===== src/rtl/rx_fifo.sv =====
// Receive byte FIFO behind the UART receiver: synchronises receive_flag,
// captures one byte per frame and buffers it for the host pop interface.
module rx_fifo #(
  parameter int DEPTH = 8,
  parameter int AW    = 3
) (
  input  logic          clk16,
  input  logic          rst_n,
  input  logic [7:0]    rx_data,
  input  logic          rx_valid,
  input  logic          rd_en,
  input  logic          clr_overrun,
  output logic [7:0]    rd_data,
  output logic          rd_valid,
  output logic          empty,
  output logic          full,
  output logic [AW:0]   count,
  output logic          overrun
);

  localparam logic [AW:0] FULL_CNT = (AW+1)'(DEPTH);
  localparam logic [AW:0] ONE      = (AW+1)'(1);

  logic [2:0]          sync_q;   // [0]=s1, [1]=s2, [2]=s3
  logic [DEPTH-1:0][7:0] mem;
  logic [AW-1:0]       wp, rp;
  logic                push, pop, push_ok, drop;
  logic [AW:0]         count_nxt;

  assign push    = sync_q[1] & ~sync_q[2];
  assign pop     = rd_en & ~empty;
  assign push_ok = push & (~full | pop);
  assign drop    = push & full & ~pop;

  assign empty = (count == '0);
  assign full  = (count == FULL_CNT);

  always_comb begin
    count_nxt = count;
    if (push_ok && !pop)      count_nxt = count + ONE;
    else if (pop && !push_ok) count_nxt = count - ONE;
  end

  // Sync chain resets high so a level already asserted at release is not a new frame.
  always_ff @(posedge clk16) begin
    if (!rst_n) sync_q <= 3'b111;
    else        sync_q <= {sync_q[1:0], rx_valid};
  end

  always_ff @(posedge clk16) begin
    if (push_ok) mem[wp] <= rx_data;
  end

  always_ff @(posedge clk16) begin
    if (!rst_n) begin
      wp       <= '0;
      rp       <= '0;
      count    <= '0;
      rd_data  <= 8'h00;
      rd_valid <= 1'b0;
      overrun  <= 1'b0;
    end else begin
      count    <= count_nxt;
      rd_valid <= pop;
      if (push_ok) wp <= wp + AW'(1);
      if (pop) begin
        rd_data <= mem[rp];
        rp      <= rp + AW'(1);
      end
      if (drop)             overrun <= 1'b1;
      else if (clr_overrun) overrun <= 1'b0;
    end
  end

endmodule

===== config.mk =====
export PLATFORM = sky130hd
export DESIGN_NAME = rx_fifo
export DESIGN_NICKNAME = d
export VERILOG_FILES = /design/src/rtl/rx_fifo.sv
export SDC_FILE = /design/constraint.sdc
export NUM_CORES = 1
export LEC_CHECK = 0
export BUFFER_PORTS_ARGS = -buffer_cell sky130_fd_sc_hd__buf_4
export CAP_MARGIN = 20
export CORE_ASPECT_RATIO = 0.6
export CORE_MARGIN = 8
export CORE_UTILIZATION = 50
export CTS_BUF_LIST = sky130_fd_sc_hd__clkbuf_8 sky130_fd_sc_hd__clkbuf_16
export DETAILED_ROUTE_END_ITERATION = 8
export PLACE_DENSITY = 0.73
export REMOVE_ABC_BUFFERS = 1
export SLEW_MARGIN = 20
export SYNTH_ARGS = -nofsm -noshare
export SYNTH_HDL_FRONTEND = slang
export SYNTH_SLANG_ARGS = --single-unit

===== constraint.sdc =====
create_clock -name clk16 -period 3.5 [get_ports clk16]
set_clock_uncertainty 0.1 [all_clocks]
set_input_delay 0.7 -clock clk16 [delete_from_list [all_inputs] [get_ports clk16]]
set_output_delay 0.7 -clock clk16 [all_outputs]
set_load 0.03 [all_outputs]

Word level (Yosys, flattened, before mapping):

Index checks and enable logic that the tools add are counted.

* flip-flop bits (word level): 87
* output and inout bits: 16
* logic and storage cells: 50

* add/sub/neg operators: 4
* magnitude comparators: 3
* eq/ne operators: 1
* multiplexer cells: 9
* bitwise gates (word level): 10
* reduce and logical (&&, ||, !) cells: 8

Operator list (count)
* $bwmux 64: 1
* $bmux 8 s3: 1
* $demux 8 s3: 1
* $mux 8: 2
* $lt 3x4->1 const B: 2
* $mux 4: 2
* $add 3x1->3 const B: 2
* $and 1x1->1: 5
* $add 4x1->4 const B: 1
* $eq 4x4->1 const B: 1
* $logic_not 4->1: 1
* $not 1->1: 4
* $reduce_bool 2->1: 2
* $sub 4x1->4 const B: 1
* $ge 3x1->1 const B: 1
* $logic_and 1x1->1: 3
* $logic_not 1->1: 2
* $mux 1: 2
* $or 1x1->1: 1

Depth between registers and ports, before layout:

Gate-level depths: netlist of the first run.

* word-level depth: 9
* mapped depth: 10

Least setup slack after synthesis of the first run:

No wires, ideal clock.

* kind: flip-flop to flip-flop
* start: reg count[3]
* end: reg count[3]
* setup time: 72 ps
* arrival time: 2467 ps
* path slack: 861 ps
* stages on the path, launching flop included: 11
* clock period less this slack: 2639 ps
* cells stage by stage: dfxtp_1 -> or4b_4 -> o21ai_4 -> inv_1 -> ha_1 -> inv_1 -> ha_1 -> a21oi_1 -> a211oi_1 -> a31oi_1 -> mux2i_1

* longest elaborated chain between the ends: 8

Ends and longest elaborated chain
* start: declaration: line 17 `output logic [AW:0] count,`
* start signal: assignment: line 63 `count <= count_nxt;`
* $logic_not 4->1: line 35 `assign empty = (count == '0);`
* $not 1->1: line 31 `assign pop = rd_en & ~empty;`
* $and 1x1->1: line 31
* $or 1x1->1 *: line 32 `assign push_ok = push & (~full | pop);`
* $and 1x1->1 *: line 32
* via push_ok: line 27 `logic push, pop, push_ok, drop;`
* $logic_not 1->1: line 41 `else if (pop && !push_ok) count_nxt = count - ONE;`
* $logic_and 1x1->1: line 41
* $reduce_bool 2->1 (no source line)

Mark *: on every way through the listed nets, which the timed path passes. The rest lies on a longest branch. The select of a mux whose other input is x is not followed.
A chain may end at the register's enable or synchronous reset.

Final worst setup path of the first run:

* start: reg count[0]
* end: reg count[3]

Same word-level chain as after synthesis.

==> results of run 1 <==
[kinds of logic (layout without fill, tap and decap cells)]
logic type	after synthesis	in the layout	share of synthesized area
flip-flops	87	87	0.702
AND/OR/NAND/NOR	49	49	0.0755
AO/OA/AOI/OAI	25	25	0.0486
multiplexers	20	20	0.118
buffers and inverters	13	55	0.0166
adder cells (fa/ha/maj)	6	6	0.0243
XOR/XNOR	6	6	0.0155
[power by group through the flow]
stage               logic [mW]  clock network, mW  registers [mW]
floorplan                0.426                  0            1.43
CTS                      0.842              0.952            1.27
global placement         0.828                  0            1.29
finish                   0.837              0.925            1.27
global route             0.899              0.992            1.28
detailed placement       0.842                  0            1.29
[state kept, by name, summed over array words and instances, names as in the netlist]
register	flops
rd_data	8
mem	64
rp	3
rd_valid	1
count	4
wp	3
overrun	1
sync_q	3
[worst paths after layout]
path / startpoint / end / slack [ps] / cells past startpoint
min: sync_q[0] / sync_q[1] / 310 / 1
max reg2reg: count[0] / count[3] / 770 / 10
min reg2reg: sync_q[0] / sync_q[1] / 310 / 1
max: count[0] / count[3] / 770 / 10
[cell usage in the layout (no fill, tap or decap), types with 6 or more instances in the layout]
cell type   n
and2_1      7
buf_4      35
clkbuf_16   9
dfxtp_1    23
edfxtp_1   64
inv_1       6
mux4_2     16
nand2_1     6
nand2b_1    6
nor2_1     15
nor2b_1     6
o21ai_0    10
o22ai_1     8
[critical path, cell delays in order (launching register included)]
cell      delay (ps)
dfxtp_1          390
or4b_4           620
o21ai_4          180
inv_1             60
ha_1             190
inv_1            130
ha_1             280
a21oi_1          200
a211oi_1         100
a31oi_1          200
mux2i_1          200
[cell type report]
class                      count  area [µm²]
timing repair buffer          35         263
clock inverter                 6        52.6
tap                           87         109
inverter                       4        15.0
clock buffer                  10         239
multi-input combinational    106         970
sequential                    87        2380
fill                         508        2590
[per-stage QoR]
step                utilization  hold WS [ps]  instances  total power, mW
finish                    0.609           313        335             3.03
global route              0.609           330        335             3.17
CTS                       0.609           321        335             3.06
detailed placement        0.565           312        319             2.13
global placement          0.565           298        319             2.11
floorplan                     -           286        197             1.85
[per-layer routing]
metal | share of wire | GRT usage
met5 | 0 | 0
met4 | 0.011 | 0.0484
met3 | 0.085 | 0.0692
met2 | 0.47 | 0.217
met1 | 0.44 | 0.168
==> impl_metrics.py, run 1 <==
metrics = {
    "placed_design": {
        "place.gp.congestion": 0.713,
        "port_buffers": 28,
        "hpwl_um": 4090,
        "place_ws_ps": 744,
        "place_area_um2": 3740,
    },
    "critical_path": {
        "cp_max_fo": 7,
        "cp-end-kind": "flop",
        "critPathKind": "flop to flop",
        "cp-start-kind": "flop",
        "cp.required_ps": 3670,
        "arrival_ps": 2900,
    },
    "floorplan": {
        "initial_core_util": 0.513,
        "core_um2": 6620,
        "fp.dieH_um": 79.8,
        "die_x_um": 122,
        "rows": 23,
        "io_pins": 29,
        "dieArea_um2": 9770,
    },
    "synth": {
        "yosysSeqAreaShare": 0.702,
        "synthTopCellsByCount": "edfxtp_1, dfxtp_1, mux4_2",
        "ys.flop_type": "edfxtp_1",
        "synth_top_area_frac": 0.566,
        "syn_inst": 206,
        "yosys_warnings": 0,
        "synth-edff-count": 64,
        "yosysTopAreaCell": "edfxtp_1",
        "syn_avg_cell_area_um2": 16.5,
        "synth_area_leaders": "edfxtp_1, dfxtp_1, mux4_2",
        "async_reset_ff_frac": 0,
        "synth.most_common_cell": "edfxtp_1",
        "ys_seq_elements": 87,
        "synth.distinct_cells": 30,
        "synth_area_um2": 3400,
    },
    "global_routing": {
        "grt_pass1_wl_um": 9790,
        "overflow": 0,
        "grt_util_all_layers": 0.140,
        "antenna_found_initial": 0,
        "grt_start_max_net_pins": 25,
        "grt_pass1_vias": 1813,
    },
    "clock_network": {
        "worstSkewPairLatency_ps": 340,
        "cts_sinks": 87,
        "ctsHtreeMaxLevel": 3,
        "hold_buffers": 0,
        "postCtsSetupRepairBufs": 0,
        "cts_resized": 0,
        "clockBufferDepth": 2,
        "clkSlewWorstSetupHoldPaths_ps": 60,
        "cts_buffers": 9,
        "cts_root_buf": "clkbuf_16",
        "cts_tree": "done",
    },
    "cells_and_area": {
        "fin_area_um2": 4030,
        "syn2layout_area_growth_pct": 18.7,
        "fin_nets": 262,
        "drive_above_1_share": 0.290,
        "diodes": 0,
    },
    "detailed_routing": {
        "drt-total-wl_um": 6250,
        "wl_per_cell_um": 18.7,
        "via_per_inst": 5.42,
        "drc": 0,
        "antenna_left": 0,
        "firstDrtPassIters": 4,
        "vias": 1817,
        "drtIter0Drc": 149,
    },
    "timing": {
        "period_share": 0.780,
        "tns_ps": 0,
        "tightestPinTransition_ps": 923,
        "max_freq_mhz": 366,
        "timing.final.ws_setup_ps": 769,
        "slew_violations": 0,
        "relSlewSlack": 0.384,
        "hold_violations": 0,
        "min_period_ps": 2730,
        "grt_setup_unrepaired": "false",
        "setup_violations": 0,
    },
    "power": {
        "power.share.sequential": 0.419,
        "p_sw_mw": 0.914,
        "p_per_area_nw_per_um2": 752,
        "max-vdd-ir-drop_v": 0.000452,
        "p_leak_nw": 1.44,
        "power_frac_clock": 0.305,
        "p_int_mw": 2.12,
        "switching_share": 0.302,
        "combPwrFrac": 0.276,
    },
    "min_path": {
        "hp-class": "flop to flop",
    },
    "run": {
        "maxCapViolCount": 0,
    },
    "status": {
        "status": "complete, no violations",
    },
}
(Power assumes the default switching activity.)
==> run 2: changes to the inputs <==
==> constraint.sdc (replaced) <==
create_clock -name clk16 -period 2.55 [get_ports clk16]
set_clock_uncertainty 0.1 [all_clocks]
set_input_delay 0.51 -clock clk16 [delete_from_list [all_inputs] [get_ports clk16]]
set_output_delay 0.51 -clock clk16 [all_outputs]
set_load 0.03 [all_outputs]
==> run 2 against run 1 <==
Compared with the run above: hold slack got worse by 51 ps; register-to-register slack got worse by 680 ps; combinational power rose by 65%; non-clock buffer count is 10 higher; largest cell class unchanged; highest routed layer unchanged.
==> impl_metrics.py, run 2 (same netlist as run 1, synthesis figures left out) <==
metrics = {
    "placed_design": {
        "port_buffers": 28,
        "place_area_um2": 3790,
        "hpwl_um": 4080,
        "place.gp.congestion": 0.770,
    },
    "clock_network": {
        "cts_root_buf": "clkbuf_16",
        "hold_buffers": 0,
        "clockBufferDepth": 2,
        "clkSlewWorstSetupHoldPaths_ps": 60,
        "cts_sinks": 87,
        "ctsHtreeMaxLevel": 3,
        "cts_tree": "done",
        "worstSkewPairLatency_ps": 330,
        "cts_buffers": 9,
    },
    "global_routing": {
        "grt_start_max_net_pins": 25,
        "grt_pass1_wl_um": 10200,
        "overflow": 0,
        "grt_util_all_layers": 0.142,
        "grt_pass1_vias": 1834,
        "antenna_found_initial": 0,
    },
    "timing": {
        "slew_violations": 0,
        "worst_hold_slack_ps": 262,
        "tightestPinTransition_ps": 975,
        "relSlewSlack": 0.344,
        "hold_violations": 0,
        "grt_setup_unrepaired": "false",
        "setup_violations": 0,
        "min_period_ps": 2460,
        "period_share": 0.965,
        "max_freq_mhz": 406,
    },
    "critical_path": {
        "cp-start-kind": "flop",
        "cp-end-kind": "flop",
        "critPathKind": "flop to flop",
        "cp_max_fo": 4,
        "cp_common_cell": "ha_4",
        "crit_chain": "or4b_4 -> o21ai_4 -> inv_1 -> ha_4 -> inv_4 -> ha_4 -> a21oi_4 -> a211oi_1 -> a31oi_1 -> mux2i_1",
        "cp_slowest_cell": "or4b_4",
        "slowest_delay_ps": 580,
        "cp.required_ps": 2700,
        "arrival_ps": 2610,
    },
    "detailed_routing": {
        "wl_per_cell_um": 19.0,
        "antenna_left": 0,
        "vias": 1873,
        "drc": 0,
        "via_per_inst": 5.43,
        "drtIter0Drc": 145,
        "firstDrtPassIters": 4,
        "drt-total-wl_um": 6540,
    },
    "cells_and_area": {
        "top_regs": "mem: 64 flops, rd_data: 8 flops, count: 4 flops",
        "drive_above_1_share": 0.341,
        "diodes": 0,
        "fin_area_um2": 4160,
        "fin_nets": 272,
        "layout_commonest_cell": "edfxtp_1",
        "syn2layout_area_growth_pct": 22.4,
        "largest_reg_flops": 64,
        "fillers": 492,
        "top_register": "mem",
        "mostFrequentLayoutCells": "edfxtp_1, buf_4, dfxtp_1, mux4_2, nor2_1",
    },
    "floorplan": {
        "fp.dieH_um": 79.8,
        "core_um2": 6620,
        "rows": 23,
        "die_x_um": 122,
        "io_pins": 29,
        "initial_core_util": 0.513,
        "dieArea_um2": 9770,
    },
    "power": {
        "max-vdd-ir-drop_v": 0.000525,
        "p_per_area_nw_per_um2": 1050,
        "p_leak_nw": 1.49,
    },
    "run": {
        "maxCapViolCount": 0,
    },
    "min_path": {
        "hp-class": "primary input to flop",
    },
    "status": {
        "status": "complete, no violations",
    },
}
run 2: report_power, final:
| part | leakage, nW | switching (mW) | internal, mW |
|---|---|---|---|
| Combinational | 0.575 | 0.764 | 0.611 |
| Sequential | 0.764 | 0.0499 | 1.62 |
| Clock | 0.147 | 0.532 | 0.768 |
run 2: timing repair:
action                                  CTS  global route
endpoints found under the setup margin    1             1
gates resized for setup                   2             5
setup buffers                             0             3
pin swaps                                 1             4
endpoints found under the hold margin     0             0
run 2: worst paths after layout:
kind / startpoint / endpoint / slack (ps) / depth (start not counted)
setup / recovery: count[0] / count[3] / 90 / 10
hold / removal: rx_valid / sync_q[0] / 260 / 2
setup reg to reg: count[0] / count[3] / 90 / 10
hold reg to reg: sync_q[0] / sync_q[1] / 300 / 1
run 2: per-layer routing:
metal,GRT usage,up-vias,part of all wire,wire length (µm)
li1,-,881,-,-
met1,0.194,950,0.47,3100
met2,0.210,37,0.47,3110
met3,0.0452,5,0.045,297
met4,0.0520,0,0.0064,42
met5,0,-,0,0
run 2: per-stage QoR:
step                std cells   util  setup WS (ps)  TNS, ps  total power [mW]
floorplan                 197      -          -85.5    -85.5              2.55
global placement          326  0.573           64.0        0              2.97
detailed placement        326  0.573          -74.0    -74.0              2.99
CTS                       342  0.619           2.45        0              4.31
global route              345  0.628           1.99        0              4.54
finish                    345  0.628           88.2        0              4.35
run 2: area by class of cell:
cell class                 instances  area [µm²]  area share
sequential                        87        2380       0.573
clock buffer                       9         225      0.0542
inverter                           4        17.5     0.00422
multi-input combinational        106        1010       0.242
tap                               87         109      0.0262
clock inverter                     7        77.6      0.0187
timing repair buffer              45         338      0.0813
run 2: critical path, delay by kind of cell, from the launching register on:
| kind | cells | cell delay (ps) |
|---|---|---|
| AOI/OAI and AO/OA | 4 | 620 |
| and+or+nand+nor | 1 | 580 |
| adders and majority gates | 2 | 390 |
| muxes | 1 | 230 |
| DFF | 1 | 310 |
| buffers and inverters | 2 | 160 |
